===== src/rtl/run_sequencer_pkg.sv =====
// Shared types and default parameters for the run sequencer and its bench.
package run_seq_pkg;

    localparam int CW_DEF      = 16;
    localparam int RST_CYC_DEF = 2;
    localparam int TMO_DEF     = 1000;

    typedef enum logic [1:0] {
        ST_IDLE = 2'd0,
        ST_RSTC = 2'd1,
        ST_RUN  = 2'd2,
        ST_FIN  = 2'd3
    } run_state_t;

endpackage


===== src/rtl/run_sequencer_cycle_ctr.sv =====
// Clearable, enabled up-counter with a terminal-count flag at a fixed value.
module run_cycle_ctr #(
    parameter int              CW = 16,
    parameter logic [CW-1:0]   TC = '0
) (
    input  logic          clk,
    input  logic          rst,
    input  logic          clr_i,
    input  logic          en_i,
    output logic [CW-1:0] cnt_o,
    output logic          tc_o
);

    logic [CW-1:0] cnt_q;
    logic [CW-1:0] cnt_d;

    // Clear wins over enable so a fresh run always starts from zero.
    always_comb begin
        if (clr_i) begin
            cnt_d = '0;
        end else if (en_i) begin
            cnt_d = cnt_q + CW'(1);
        end else begin
            cnt_d = cnt_q;
        end
    end

    // Counter register.
    always_ff @(posedge clk or posedge rst) begin
        if (rst) begin
            cnt_q <= '0;
        end else begin
            cnt_q <= cnt_d;
        end
    end

    assign cnt_o = cnt_q;
    assign tc_o  = (cnt_q == TC);

endmodule


===== src/rtl/run_sequencer.sv =====
// Run controller: core reset pulse, run-enable window, cycle count and watchdog.
module run_sequencer
    import run_seq_pkg::*;
#(
    parameter int CW      = CW_DEF,
    parameter int RST_CYC = RST_CYC_DEF,
    parameter int TMO     = TMO_DEF
) (
    input  logic          clk,
    input  logic          reset,
    input  logic          req,
    input  logic          core_done,
    output logic          core_reset,
    output logic          core_en,
    output logic          busy,
    output logic          done,
    output logic          timeout,
    output logic [CW-1:0] cycles
);

    run_state_t    state_q, state_d;
    logic          timeout_q, timeout_d;
    logic          core_reset_q, core_en_q, busy_q, done_q;
    logic          start_s;
    logic          hold_tc_s;
    logic [CW-1:0] hold_cnt_unused_s;
    logic          cyc_tc_s;
    logic [CW-1:0] cyc_cnt_s;

    assign start_s = (state_q == ST_IDLE) && req;

    run_cycle_ctr #(.CW(CW), .TC(CW'(RST_CYC - 1))) u_hold_ctr (
        .clk   (clk),
        .rst   (reset),
        .clr_i (start_s),
        .en_i  (state_q == ST_RSTC),
        .cnt_o (hold_cnt_unused_s),
        .tc_o  (hold_tc_s)
    );

    // cycles counts every RUN edge, the exit edge included, so it lands on TMO at watchdog expiry.
    run_cycle_ctr #(.CW(CW), .TC(CW'(TMO - 1))) u_cyc_ctr (
        .clk   (clk),
        .rst   (reset),
        .clr_i (start_s),
        .en_i  (state_q == ST_RUN),
        .cnt_o (cyc_cnt_s),
        .tc_o  (cyc_tc_s)
    );

    // Next-state logic; a dropped req beats everything, core_done beats the watchdog.
    always_comb begin
        state_d   = state_q;
        timeout_d = timeout_q;
        case (state_q)
            ST_IDLE: begin
                if (req) begin
                    state_d   = ST_RSTC;
                    timeout_d = 1'b0;
                end else begin
                    state_d = ST_IDLE;
                end
            end
            ST_RSTC: begin
                if (!req) begin
                    state_d = ST_IDLE;
                end else if (hold_tc_s) begin
                    state_d = ST_RUN;
                end else begin
                    state_d = ST_RSTC;
                end
            end
            ST_RUN: begin
                if (!req) begin
                    state_d = ST_IDLE;
                end else if (core_done) begin
                    state_d   = ST_FIN;
                    timeout_d = 1'b0;
                end else if (cyc_tc_s) begin
                    state_d   = ST_FIN;
                    timeout_d = 1'b1;
                end else begin
                    state_d = ST_RUN;
                end
            end
            ST_FIN: begin
                if (!req) begin
                    state_d = ST_IDLE;
                end else begin
                    state_d = ST_FIN;
                end
            end
            default: begin
                state_d   = ST_IDLE;
                timeout_d = 1'b0;
            end
        endcase
    end

    // State and Moore outputs, registered from the next state.
    always_ff @(posedge clk or posedge reset) begin
        if (reset) begin
            state_q      <= ST_IDLE;
            timeout_q    <= 1'b0;
            core_reset_q <= 1'b1;
            core_en_q    <= 1'b0;
            busy_q       <= 1'b0;
            done_q       <= 1'b0;
        end else begin
            state_q      <= state_d;
            timeout_q    <= timeout_d;
            core_reset_q <= (state_d == ST_IDLE) || (state_d == ST_RSTC);
            core_en_q    <= (state_d == ST_RUN);
            busy_q       <= (state_d == ST_RSTC) || (state_d == ST_RUN);
            done_q       <= (state_d == ST_FIN);
        end
    end

    assign core_reset = core_reset_q;
    assign core_en    = core_en_q;
    assign busy       = busy_q;
    assign done       = done_q;
    assign timeout    = timeout_q;
    assign cycles     = cyc_cnt_s;

endmodule


===== config.mk =====
export PLATFORM = sky130hd
export DESIGN_NAME = run_sequencer
export DESIGN_NICKNAME = d
export VERILOG_FILES = /design/src/rtl/run_sequencer_pkg.sv /design/src/rtl/run_sequencer_cycle_ctr.sv /design/src/rtl/run_sequencer.sv
export SDC_FILE = /design/constraint.sdc
export NUM_CORES = 1
export LEC_CHECK = 0
export CORE_ASPECT_RATIO = 1.2
export CORE_MARGIN = 2
export CORE_UTILIZATION = 62
export CTS_CLUSTER_SIZE = 30
export DETAILED_ROUTE_END_ITERATION = 10
export DONT_BUFFER_PORTS = 1
export PLACE_DENSITY_LB_ADDON = 0.2
export SYNTH_ARGS = -nofsm -noshare
export SYNTH_HDL_FRONTEND = slang
export SYNTH_SLANG_ARGS = --single-unit

===== constraint.sdc =====
create_clock -name clk -period 2.65 [get_ports clk]
set_input_delay 0 -clock clk [delete_from_list [all_inputs] [get_ports clk]]
set_output_delay 0 -clock clk [all_outputs]
set_load 0.02 [all_outputs]

==> qor.txt <==
DRT
--------------------------------------------------------------------------------
Total DRC errors in the routed layout                                          0
Number of DRC markers in iteration 0                                          57
Number of vias per cell                                                     6.38
DR pass1 iterations                                                            4
Routed WL                                                           3810 microns
Routed vias                                                                1,531
Detail Route Antenna Nets                                                      0
WL per Instance                                                     15.9 microns

CLOCK NETWORK
--------------------------------------------------------------------------------
Htree depth                                                                    2
Clock net sink count                                                          39
Cts hold-fix bufs                                                              4
Number of buffers on the longest clock path                                    2
Post-cts repair resize count                                                   0
Post-CTS setup repair buffer count                                             0
Latest clock arrival within the worst-skew pair                          0.34 ns
Root Buffer                                                             clkbuf_4
Clock tree from TritonCTS                                                  built
Number of clock buffers inserted by TritonCTS                                  5
Clk slew on worst S/H paths                                              0.11 ns

YOSYS
--------------------------------------------------------------------------------
Main synth FF type                                                       dfrtp_1
Post-Synthesis Net Count                                                     208
Cells after synthesis                                                        197
Synth warn                                                                     0
Post-synth design cell area                                         0.00199 sq mm
Count of unique library cells instantiated by Yosys                           39
Portion of the post-synthesis area used by sequential elements             0.492
Share of flip-flops with an asynchronous set or reset                       1.00
Largest area contributor in the netlist                                  dfrtp_1
Most common cell in the netlist                                          dfrtp_1
#FFs+latches synth                                                            39
Synth top area share                                                       0.479
Post-synth EDFFs                                                               0
Synth cell count leaders                                            dfrtp_1, nand2_1, nand3_1
Synthesized area per cell                                             10.1 sq um
Largest cells by area after synthesis                               dfrtp_1, mux2i_1, nand2_1

PLACE
--------------------------------------------------------------------------------
Gpl congestion                                                             0.794
Total placed cells including tap cells                                       228
Placed Instance Area                                                0.00202 sq mm
HPWL Detailed                                                       2700 microns
Port Buffers                                                                   0
Placement Setup Slack                                                   0.366 ns

CRITICAL PATH
--------------------------------------------------------------------------------
Biggest fanout along the worst timing path                                     6
Required @ worst endpoint                                                2.93 ns
Delay of the slowest cell on the worst path                              0.58 ns
Crit path arrival time                                                   2.57 ns
CP Cell Sequence                                                    or4_1, nor4_2, or3_1, nand3_1, ha_1, or2_2
Worst setup EP type                                                         flop
Master of the slowest instance on the critical path                        or4_1
Kind of critical path                                                 reg -> reg
Critical Path Source Type                                                   flop

STA
--------------------------------------------------------------------------------
Share of the cycle needed by the critical path after routing               0.867
Hold Slack                                                              0.201 ns
Final WS setup                                                          0.353 ns
Max Clock Skew                                                        0.00968 ns
Max-slew headroom                                                          0.560
Sum of negative setup slack                                                 0 ns
Setup repair after global routing missed its margin                           no
Final slew viol count                                                          0
FMAX                                                                     435 MHz
Transition time at the pin with the least slew margin                   0.659 ns
Final hold violation count                                                     0
Final count of negative-setup-slack endpoints                                  0
Final period demand of the worst path                                    2.30 ns

HOLD PATH
--------------------------------------------------------------------------------
Class of the tightest hold or removal check                          in -> async

JOB
--------------------------------------------------------------------------------
# Max-Cap Violations                                                           0

GLOBAL ROUTE
--------------------------------------------------------------------------------
Gr busiest metal                                                            met2
Gr ovfl total                                                                  0
Number of global-route vias before repair                                  1,459
Met3 Resource Use GR                                                      0.0626
Met2 Usage GRT                                                             0.400
Number of antenna violations at the first check in global routing              0
Global routing usage on met1                                               0.254
Largest net degree at the start of global routing                             40
Global-route wire length before repair                              6440 microns
Total Routing Usage GR                                                     0.229

POWER AND IR DROP
--------------------------------------------------------------------------------
IR drop worst, VDD                                                        741 uV
Proportion of power drawn by flip-flops and latches                        0.599
Total power draw                                                         1.30 mW
Clock Power Share                                                          0.221
Share of total power in combinational logic                                0.180
Pwr dens                                                             617 mW/mm^2
Switching share of power                                                   0.336
Static Leakage                                                          0.993 nW
Switching power of the nets                                             0.437 mW
Internal power consumption                                              0.862 mW

FINAL LAYOUT
--------------------------------------------------------------------------------
ANT cells                                                                      0
Post-route core utilization                                                0.689
Footprint of the multi-input gates                                     956 sq um
Fraction of final layout cells with drive strength greater than 1         0.0784
Register cell area after layout                                        977 sq um
Post-synthesis to final-layout area growth                                 5.98%
Number of fillers in the final layout                                        246
Number of nets in the finished design                                        214
Final Instance Count excl. Fillers                                           240
Fin area                                                            0.00211 sq mm

DIE
--------------------------------------------------------------------------------
Count of pins on the block boundary                                           25
Rows                                                                          22
Die Height                                                          66.0 microns
Effective utilization at floorplan                                         0.650
Die area                                                            0.00368 sq mm
Core Area                                                           0.00306 sq mm
Die Wd                                                              55.7 microns

STATUS
--------------------------------------------------------------------------------
Result of the run                                                      completed

## state kept, by name (all words and copies together), names as in the netlist
signal / count
core_en: 1
core_reset: 1
u_cyc_ctr.cnt_o: 16
u_hold_ctr.cnt_o: 16
timeout: 1
done: 1
state_q: 2
busy: 1
## critical path: cells and delay by family, from the launching register on
| kind | cells | cell delay, ns |
|---|---|---|
| simple gates | 5 | 1.48 |
| flops | 1 | 0.52 |
| fa+ha+maj | 1 | 0.23 |
## final timing paths
path | start | to | slack (ns) | cells past startpoint
hold reg to reg | u_hold_ctr.cnt_o[15]$_DFFE_PP0P_ | u_hold_ctr.cnt_o[15]$_DFFE_PP0P_ | 0.49 | 1
setup / recovery | u_cyc_ctr.cnt_o[4]$_DFFE_PP0P_ | core_reset$_DFF_PP1_ | 0.35 | 6
min in group clk | req | timeout$_DFFE_PP0P_ | 0.48 | 3
hold / removal | reset | u_cyc_ctr.cnt_o[10]$_DFFE_PP0P_ | 0.20 | 3
setup reg to reg | u_cyc_ctr.cnt_o[4]$_DFFE_PP0P_ | core_reset$_DFF_PP1_ | 0.35 | 6
max in group asynchronous | reset | core_reset$_DFF_PP1_ | 2.09 | 3
## power by group through the flow
stage / clock network, mW / registers [mW] / logic (mW)
finish: 0.287 / 0.777 / 0.234
global route: 0.323 / 0.786 / 0.271
CTS: 0.297 / 0.777 / 0.237
detailed placement: 0 / 0.789 / 0.232
global placement: 0 / 0.784 / 0.220
floorplan: 0 / 0.756 / 0.205
## logic make-up after synthesis
group | count (synthesis) | share of synthesized area
multiplexers | 12 | 0.0605
adder cells (fa/ha/maj) | 7 | 0.0441
XOR/XNOR | 1 | 0.00441
flip-flops | 39 | 0.492
AO/OA/AOI/OAI | 38 | 0.128
AND/OR/NAND/NOR | 88 | 0.244
buffers and inverters | 12 | 0.0271
## placed cells by master (no fill, tap or decap), types with 4 or more instances in the layout
cell type,n
inv_1,4
mux2i_1,12
dfrtp_1,38
ha_1,7
clkbuf_4,5
o31ai_1,8
o211ai_1,8
nand3_1,13
nor3_1,5
dlygate4sd3_1,4
a21oi_1,7
nand2b_1,5
o21ai_0,7
nand2_1,30
nor2_1,5
nand4_1,5
## cell type report
cell class / instances / area share
Multi-Input combinational cell: 146 / 0.454
Timing Repair Buffer: 7 / 0.0297
Tap cell: 36 / 0.0214
Clock buffer: 7 / 0.0214
Clock inverter: 1 / 0.00238
Sequential cell: 39 / 0.464
Inverter: 4 / 0.00713
## per-layer routing
| metal | wire length [microns] | vias to the layer above | part of all wire |
|---|---|---|---|
| li1 | - | 738 | - |
| met1 | 1640 | 753 | 0.43 |
| met2 | 1930 | 30 | 0.51 |
| met3 | 150 | 10 | 0.039 |
| met4 | 92 | 0 | 0.024 |
| met5 | 0 | - | 0 |
No activity file was read; power rests on OpenSTA's default activity.
